### src/rtl/div_unit.sv
// Multi-cycle radix-2 restoring divider for DIV/DIVU.
// Produces {remainder, quotient}, with optional two's-complement handling and annul.
module div_unit #(
    parameter int unsigned WIDTH = 32
) (
    input  logic               clk,
    input  logic               rst,
    input  logic               signed_div_i,
    input  logic [WIDTH-1:0]   opdata1_i,
    input  logic [WIDTH-1:0]   opdata2_i,
    input  logic               start_i,
    input  logic               annul_i,
    output logic [2*WIDTH-1:0] result_o,
    output logic               ready_o
);

    localparam int unsigned CW = $clog2(WIDTH) + 1;

    typedef enum logic [1:0] {
        ST_IDLE   = 2'd0,
        ST_BYZERO = 2'd1,
        ST_ON     = 2'd2,
        ST_END    = 2'd3
    } state_e;

    state_e             state_q, state_d;
    logic [CW-1:0]      cnt_q, cnt_d;
    logic [WIDTH-1:0]   dvd_q, dvd_d;
    logic [WIDTH-1:0]   dvs_q, dvs_d;
    logic [WIDTH-1:0]   rem_q, rem_d;
    logic [WIDTH-1:0]   quo_q, quo_d;
    logic               neg_quo_q, neg_quo_d;
    logic               neg_rem_q, neg_rem_d;
    logic [2*WIDTH-1:0] result_q, result_d;
    logic               ready_q, ready_d;

    logic               a_neg, b_neg;
    logic [WIDTH+1:0]   trial;
    logic [WIDTH-1:0]   q_fix, r_fix;

    assign result_o = result_q;
    assign ready_o  = ready_q;

    always_comb begin
        state_d   = state_q;
        cnt_d     = cnt_q;
        dvd_d     = dvd_q;
        dvs_d     = dvs_q;
        rem_d     = rem_q;
        quo_d     = quo_q;
        neg_quo_d = neg_quo_q;
        neg_rem_d = neg_rem_q;
        result_d  = result_q;
        ready_d   = ready_q;

        a_neg = signed_div_i & opdata1_i[WIDTH-1];
        b_neg = signed_div_i & opdata2_i[WIDTH-1];
        // Partial remainder shifted with the next dividend bit, minus divisor; MSB is the borrow.
        trial = {1'b0, rem_q, dvd_q[WIDTH-1]} - {2'b00, dvs_q};
        q_fix = neg_quo_q ? WIDTH'(-quo_q) : quo_q;
        r_fix = neg_rem_q ? WIDTH'(-rem_q) : rem_q;

        case (state_q)
            ST_IDLE: begin
                if (start_i && !annul_i) begin
                    dvd_d     = a_neg ? WIDTH'(-opdata1_i) : opdata1_i;
                    dvs_d     = b_neg ? WIDTH'(-opdata2_i) : opdata2_i;
                    neg_quo_d = a_neg ^ b_neg;
                    neg_rem_d = a_neg;
                    cnt_d     = '0;
                    rem_d     = '0;
                    quo_d     = '0;
                    state_d   = (opdata2_i == '0) ? ST_BYZERO : ST_ON;
                end
            end
            ST_BYZERO: begin
                state_d = ST_END;
            end
            ST_ON: begin
                if (annul_i) begin
                    state_d = ST_IDLE;
                end else if (cnt_q == CW'(WIDTH)) begin
                    state_d = ST_END;
                end else begin
                    // On borrow the partial remainder is below the divisor, so its top bit is free.
                    rem_d = trial[WIDTH+1] ? {rem_q[WIDTH-2:0], dvd_q[WIDTH-1]}
                                           : trial[WIDTH-1:0];
                    quo_d = {quo_q[WIDTH-2:0], ~trial[WIDTH+1]};
                    dvd_d = {dvd_q[WIDTH-2:0], 1'b0};
                    cnt_d = cnt_q + CW'(1);
                end
            end
            ST_END: begin
                if (start_i) begin
                    ready_d  = 1'b1;
                    result_d = {r_fix, q_fix};
                end else begin
                    state_d  = ST_IDLE;
                    ready_d  = 1'b0;
                    result_d = '0;
                end
            end
            default: begin
                state_d = ST_IDLE;
            end
        endcase
    end

    always_ff @(posedge clk) begin
        if (rst) begin
            state_q   <= ST_IDLE;
            cnt_q     <= '0;
            dvd_q     <= '0;
            dvs_q     <= '0;
            rem_q     <= '0;
            quo_q     <= '0;
            neg_quo_q <= 1'b0;
            neg_rem_q <= 1'b0;
            result_q  <= '0;
            ready_q   <= 1'b0;
        end else begin
            state_q   <= state_d;
            cnt_q     <= cnt_d;
            dvd_q     <= dvd_d;
            dvs_q     <= dvs_d;
            rem_q     <= rem_d;
            quo_q     <= quo_d;
            neg_quo_q <= neg_quo_d;
            neg_rem_q <= neg_rem_d;
            result_q  <= result_d;
            ready_q   <= ready_d;
        end
    end

endmodule
### config.mk
export PLATFORM = sky130hd
export DESIGN_NAME = div_unit
export DESIGN_NICKNAME = d
export VERILOG_FILES = /design/src/rtl/div_unit.sv
export SDC_FILE = /design/constraint.sdc
export NUM_CORES = 1
export LEC_CHECK = 0
export CAP_MARGIN = 20
export CORE_UTILIZATION = 55
export DETAILED_ROUTE_END_ITERATION = 8
export GPL_ROUTABILITY_DRIVEN = 0
export PLACE_DENSITY = 0.79
export SETUP_SLACK_MARGIN = 0.15
export SLEW_MARGIN = 40
export SYNTH_ARGS = -nofsm -noshare
export SYNTH_HDL_FRONTEND = slang
export SYNTH_SLANG_ARGS = --single-unit
export TNS_END_PERCENT = 20
### constraint.sdc
create_clock -name clk -period 9.01 [get_ports clk]
set_input_delay 0.901 -clock clk [delete_from_list [all_inputs] [get_ports clk]]
set_output_delay 0.901 -clock clk [all_outputs]
set_load 0.02 [all_outputs]
# Word level (Yosys, flattened, before mapping)
# Index checks and enable logic that the tools add are counted.
word_totals:
  ff_bits: 203
  inputBits: 69
  output_inout_bits: 65
  word_cells: 65
classes:
  add_sub_neg: 6
  eq_ne: 9
  n_mux: 28
  bitwise: 4
  reduce_logical: 8
ops:
  columns: ["cell", "count"]
  rows:
  - ["32-bit 2-to-1 mux", 13]
  - ["32-bit one-hot mux with 2 select lines", 3]
  - ["32-bit negation", 4]
  - ["64-bit 2-to-1 mux", 1]
  - ["33-bit by 32-bit subtractor with 34-bit output", 1]
  - ["32-bit zero test", 1]
  - ["6-bit 2-to-1 mux", 3]
  - ["6-bit one-hot mux with 2 select lines", 1]
  - ["2-bit 2-to-1 mux", 5]
  - ["2-bit != test (second input constant)", 4]
  - ["2-bit one-hot mux with 4 select lines", 1]
  - ["6-bit by 1-bit adder with 6-bit output (second input constant)", 1]
  - ["6-bit == test (second input constant)", 1]
  - ["2-bit == test (second input constant)", 2]
  - ["4-bit AND reduction", 1]
  - ["3-bit != test (second input constant)", 1]
  - ["3-bit AND reduction", 1]
  - ["1-bit bitwise AND", 2]
  - ["2-bit by 1-bit == test with 1-bit output (second input constant)", 1]
  - ["2-bit zero test", 1]
  - ["2-bit AND reduction", 1]
  - ["2-bit nonzero test", 1]
  - ["1-bit logical AND", 1]
  - ["1-bit zero test", 1]
  - ["other kinds (3)", 3]

# Logic depth before layout (Yosys ltp)
# Gate-level depths: netlist of run 1.
depth:
  depth_word: 5
  mapped_depth: 13
  depth_no_buf: 13

# Worst setup path before layout of run 1
# No wires, ideal clock.
synth_timing:
  path_kind: "reg-to-reg"
  startpoint: "reg rem_q[6]"
  endpoint: "reg result_q[60], in the netlist result_o[60]"
  arrival_time_ns: 3.118
  path_slack_ns: 5.768
  stages_incl_launch_ff: 10
  path_buffers: 0
  period_less_slack_ns: 3.242
  cell_sequence: "dfxtp_1 or4_4 or4_4 or3_1 or3_1 or2_1 or3_4 o41ai_2 xor2_1 o21ai_1"
synth_via:
  elab_chain_cells: 3
synth_rtl:
  columns: ["element", "line", "text"]
  rows:
  - ["from (decl)", "30", "logic [WIDTH-1:0] rem_q, rem_d;"]
  - ["from (signal assigned)", "126", "rem_q <= rem_d;"]
  - ["32-bit negation", "61", "r_fix = neg_rem_q ? WIDTH'(-rem_q) : rem_q;"]
  - ["32-bit 2-to-1 mux", "61", null]
  - ["64-bit 2-to-1 mux", "94", "if (start_i) begin"]
  - ["to (signal assigned)", "130", "result_q <= result_d;"]
  - ["to (decl)", "34", "logic [2*WIDTH-1:0] result_q, result_d;"]
# Every way passes these cells.
# A chain may end at the register's enable or synchronous reset.

# Worst setup path after layout of run 1
layout_timing:
  startpoint: "in opdata1_i[16]"
  endpoint: "reg dvd_q[29]"
layout_via:
  elab_chain_cells: 4
layout_rtl:
  columns: ["element", "line", "text"]
  rows:
  - ["from (decl)", "9", "input logic [WIDTH-1:0] opdata1_i,"]
  - ["32-bit negation", "66", "dvd_d = a_neg ? WIDTH'(-opdata1_i) : opdata1_i;"]
  - ["32-bit 2-to-1 mux", "66", null]
  - ["32-bit 2-to-1 mux", "65", "if (start_i && !annul_i) begin"]
  - ["32-bit one-hot mux with 2 select lines", "63", "case (state_q)"]
  - ["to (signal assigned)", "124", "dvd_q <= dvd_d;"]
  - ["to (decl)", "28", "logic [WIDTH-1:0] dvd_q, dvd_d;"]
# Every way passes these cells. The select of a mux whose other input is x is not followed.

==> results of run 1 <==
synthesized netlist by cell type (all sizes together) (3+ instances only):
cell | count | area (um^2)
a22oi | 41 | 308
nor3b | 3 | 22.5
or2 | 5 | 31.3
a21oi | 131 | 656
nor3 | 19 | 95.1
buf | 6 | 22.5
o31ai | 29 | 218
or3 | 19 | 124
a211oi | 52 | 390
a21o | 18 | 135
or4 | 18 | 143
inv | 49 | 184
a31o | 4 | 35.0
o41ai | 16 | 155
xnor2 | 76 | 666
nand2 | 150 | 563
xor2 | 69 | 604
nor4 | 7 | 43.8
o21a | 3 | 22.5
nand3 | 46 | 230
o21ai | 109 | 546
nor2 | 178 | 668
a31oi | 12 | 75.1
o211ai | 3 | 22.5
a311oi | 11 | 96.3
ha | 38 | 475
dfxtp | 203 | 4060
and3 | 10 | 62.6
nand4 | 12 | 75.1
nand2b | 9 | 56.3
a32oi | 11 | 96.3
and2 | 7 | 43.8
clkbuf | 89 | 334
nor2b | 6 | 37.5
sequential cells by signal (all words and copies together) (netlist names):
signal and cells:
result_o 64, dvd_q 32, dvs_q 32, quo_q 32, rem_q 32, cnt_q 6
state_q 2, neg_quo_q 1, neg_rem_q 1, ready_o 1
where the power goes:
part | internal [mW] | total [mW] | switching, mW
sequential | 0.920 | 0.936 | 0.0160
combinational | 0.125 | 0.298 | 0.174
clock | 0.512 | 0.870 | 0.358
worst paths after layout:
| check | depth (start not counted) | slack [ps] | to | start |
|---|---|---|---|---|
| worst max-delay path | 10 | 5460 | dvd_q[29] | opdata1_i[16] |
| worst min-delay path | 2 | 460 | result_o[50] | result_o[50] |
| worst max register to register | 9 | 5510 | result_o[60] | rem_q[6] |
| worst min register to register | 2 | 460 | result_o[50] | result_o[50] |
critical path: stages:
cell	delay [ps]
clkdlybuf4s50_1	450
or4_1	570
or3_1	390
nor4_1	620
nand2_1	180
o41ai_1	340
xor2_1	180
a211oi_1	80
a21oi_1	150
nor2_1	50
final cells by class:
cell class / count / share of cell area
clock buffer: 31 / 0.0456
clock inverter: 7 / 0.00558
inverter: 49 / 0.0134
multi-input combinational: 1135 / 0.509
sequential: 203 / 0.297
tap: 270 / 0.0247
timing repair buffer: 145 / 0.105
stage by stage:
| step | hold WS [ps] | util |
|---|---|---|
| 2_1_floorplan | 432 | - |
| 3_3_place_gp | 437 | 0.635 |
| 3_5_place_dp | 443 | 0.637 |
| 4_1_cts | 456 | 0.671 |
| 5_1_grt | 480 | 0.672 |
| 6_report | 456 | 0.672 |
kinds of logic after synthesis:
family	Yosys count
compound gates	453
xor+xnor	145
fa+ha+maj	39
buf+inv	144
flops	203
mux	1
simple gates	497
metal layers:
| layer | vias up | global-route usage | routed length (um) |
|---|---|---|---|
| li1 | 5437 | - | - |
| met1 | 4896 | 0.377 | 13600 |
| met2 | 298 | 0.390 | 12000 |
| met3 | 31 | 0.0267 | 1460 |
| met4 | 0 | 0.0599 | 466 |
| met5 | - | 0 | 0 |
==> reports/qor.txt, run 1 <==
Critical Path Sink Type: register
status: finished, final reports clean
Critical Path RT: 9380 ps
headroom to the max-slew limit: 0.498
worst vdd ir: 0.132 mV
total negative setup slack: 0 ps
Initial DRT Pass Iterations: 7
Ant. Diodes: 0
design area: 13,700 um^2
initial antenna violation count: 0
Synth Area in Simple Gates: 0.197
most frequent cells in the layout: dfxtp_1 (201), nor2_1 (177), nand2_1 (150)
leakage: 5.10 nW
Via density: 5.79
Post-Route Skew: 15.3 ps
Mapped Area: 11,500 um^2
Post-Syn Instances: 1,482
CP Max Fanout: 4
Wirelength per Cell: 15.0 um
Syn Area/Cell: 7.77 um^2
vias in the first global route: 9,552
CTS tree: done
initial core utilization: 0.566
Overall Global Routing Usage: 0.253
# H-tree levels: 1
Max Clock Freq: 0.281 GHz
Die Area: 21,500 um^2
Pwr Total: 2.10 mW
Startpoint Class: input port
CTS resizes: 0
adder-cell area share of the yosys netlist: 0.0430
IO Port Bufs: 133
largest net degree at the start of global routing: 87
sequential fraction of the synthesis area: 0.353
largest family of logic cells by synthesized area: compound AO/OA/AOI/OAI gates
placed instance area: 13,000 um^2
dpl cells: 1,801
data arrival time of the worst path: 3930 ps
Die W: 147 um
Final Worst Setup Slack: 5460 ps
Iter 0 DRT Violations: 728
post-place setup slack: 4980 ps
Routed Antenna Nets: 0
Fin. Hold Viols: 0
Clock Latency Late Sink: 510 ps
total clock sinks: 203
drc violations: 0
register bit total from synthesis: 203
post-synthesis compound-gate area fraction: 0.249
Register Area: 4070 um^2
most common cell after layout, fill and taps aside: dfxtp_1
pwr dens: 154 nW/um^2
crit path kind: input port to register
Synthesized Nets: 1,590
Final nets: 1,664
Main synth FF type: dfxtp_1
# rows: 52
CTS max path bufs: 3
Worst Hold Class: register to register
Hold-fix buffers, CTS: 0
mux share of post-synthesis cell area: 0.000869
maxcap violations: 0
Layout fillers: 1,720
warnings from Yosys: 0
# IOs: 134
asr flop ratio synth: 0
total grt overflow: 0
fin cells: 1,840
postcts setup bufs: 0
global-route wire length before repair: 46.4 mm
period utilization: 0.395
Worst-Margin Slew: 754 ps
clock slew at reported path FFs: 60 ps
Total Wirelength: 27.6 mm
root buf cell: clkbuf_16
EDFF count, synth: 0
RSZ-0062 raised after global routing: no
pins over their slew limit: 0
vias: 10,700
Area Growth Syn to Fin: 18.7%
# setup viols final: 0
Synth cell types: 57
share of cells above drive strength 1: 0.0427
CTS Buf Count: 22
die height: 147 um
minimum clock period: 3550 ps
multi-input logic area: 6960 um^2
CORE AREA: 20,400 um^2
XOR/XNOR Fraction of Synth Area: 0.110
DP HPWL: 19.6 mm
(Power assumes the default switching activity.)
==> inputs of run 2 (changes only) <==
clock period = 3.5 ns   (was 9.01 ns; I/O delays follow)
==> reports/qor.txt, run 2 (same netlist as run 1, synthesis figures left out) <==
CTS max path bufs: 3 (unchanged)
fin cells: 1,851 (+0.60%)
largest net degree at the start of global routing: 106 (+22%)
design area: 13,900 um^2 (+1.8%)
Fin. Hold Viols: 0 (unchanged)
clock slew at reported path FFs: 60 ps (about the same)
initial antenna violation count: 0 (unchanged)
headroom to the max-slew limit: 0.473 (-0.0246)
Max Clock Freq: 0.308 GHz
Area Growth Syn to Fin: 20.9%
Clock Latency Late Sink: 510 ps (about the same)
most frequent cells in the layout: dfxtp_1 (201), nor2_1 (178), nand2_1 (150)
total clock sinks: 203 (unchanged)
Startpoint Class: register
worst vdd ir: 0.274 mV (+110%)
Worst-Margin Slew: 786 ps (+32.7 ps)
vias: 10,900 (+1.8%)
# rows: 52 (unchanged)
Die W: 147 um (unchanged)
Wirelength per Cell: 15.4 um (+2.5%)
Total Wirelength: 28.4 mm (+3.2%)
r2r setup slk: 250 ps (-5260 ps)
CTS Buf Count: 22 (unchanged)
data arrival time of the worst path: 3600 ps (-330 ps)
multi-input logic area: 6990 um^2 (+0.45%)
Iter 0 DRT Violations: 758 (+4.1%)
global-route wire length before repair: 47.0 mm (+1.3%)
Hold-fix buffers, CTS: 0 (unchanged)
Register Area: 4070 um^2 (unchanged)
Overall Global Routing Usage: 0.257 (+0.00434)
# IOs: 134 (unchanged)
drc violations: 0 (unchanged)
Initial DRT Pass Iterations: 5 (-2)
CTS resizes: 0 (unchanged)
die height: 147 um (unchanged)
RSZ-0062 raised after global routing: yes
most common cell after layout, fill and taps aside: dfxtp_1
# H-tree levels: 1 (unchanged)
period utilization: 0.929
pwr dens: 416 nW/um^2 (+170%)
CORE AREA: 20,400 um^2 (unchanged)
Worst Hold Class: input port to register
pins over their slew limit: 0 (unchanged)
share of cells above drive strength 1: 0.0531 (+0.0105)
Critical Path RT: 3850 ps (-5530 ps)
crit path kind: register to register
Critical Path Sink Type: register
Routed Antenna Nets: 0 (unchanged)
initial core utilization: 0.566 (unchanged)
root buf cell: clkbuf_16
Layout fillers: 1,706 (-0.81%)
Largest register FFs: 64 (unchanged)
CP Max Fanout: 5 (+1)
Final nets: 1,673 (+0.54%)
Post-Route Skew: 23.5 ps (+8.25 ps)
Die Area: 21,500 um^2 (unchanged)
minimum clock period: 3250 ps
status: finished, final reports clean
vias in the first global route: 9,647 (+0.99%)
CTS tree: done
postcts setup bufs: 0 (unchanged)
placed instance area: 13,100 um^2 (+0.81%)
# setup viols final: 0 (unchanged)
leakage: 5.22 nW (+2.4%)
total grt overflow: 0 (unchanged)
total negative setup slack: 0 ps (unchanged)
Via density: 5.86 (+1.2%)
maxcap violations: 0 (unchanged)
Ant. Diodes: 0 (unchanged)
dpl cells: 1,811 (+0.56%)
DP HPWL: 19.5 mm (-0.36%)
IO Port Bufs: 133 (unchanged)
==> run 2: changes by cell type in the layout (fill, tap and decap cells not counted), moves of 2 or more <==
cell,change
clkbuf_1,-2
or3_1,-3
clkinvlp_4,-2
clkbuf_8,+2
or3_4,+3
buf_4,+8
buf_12,+3
bufinv_16,+4
==> run 2: cell type report <==
type	count	share of cell area
timing repair buffer	154	0.109
inverter	49	0.0132
clock buffer	31	0.0463
sequential	203	0.292
multi-input combinational	1135	0.502
clock inverter	9	0.0130
tap	270	0.0243
==> run 2: final timing paths <==
check	startpoint	to	cells after the start
worst max register to register	rem_q[6]	result_o[58]	9
worst min-delay path	rst	quo_q[0]	2
worst max-delay path	rem_q[6]	result_o[58]	9
worst min register to register	result_o[28]	result_o[28]	2
==> run 2: worst max-delay path, cell delays in order (launching register included) <==
cell and delay, ps:
dfxtp_1 310, or4_4 550, or4_4 440, or3_4 350, or3_4 340, or2_4 260
or3_4 370, o21ai_1 200, xor2_1 210, o21ai_0 90
==> run 2: metrics by stage <==
step                      hold WS [ps]   util  power (mW)  worst slack, ps
after detailed placement           444  0.642        3.22              187
after CTS                          308  0.682        5.81              194
after floorplan                    432      -        2.98              258
after global routing               330  0.684        6.00              112
final                              317  0.684        5.79              250
after global placement             436  0.641        3.20              241
==> run 2: power breakdown <==
group	internal (mW)	switching [mW]
logic	0.327	0.451
clock network	1.65	0.949
registers	2.37	0.0428
total	4.35	1.44
==> run 2: per-layer routing <==
metal / share of wire / track usage
met5: 0 / 0
met4: 0.022 / 0.0698
met3: 0.060 / 0.0304
met2: 0.44 / 0.401
met1: 0.48 / 0.374
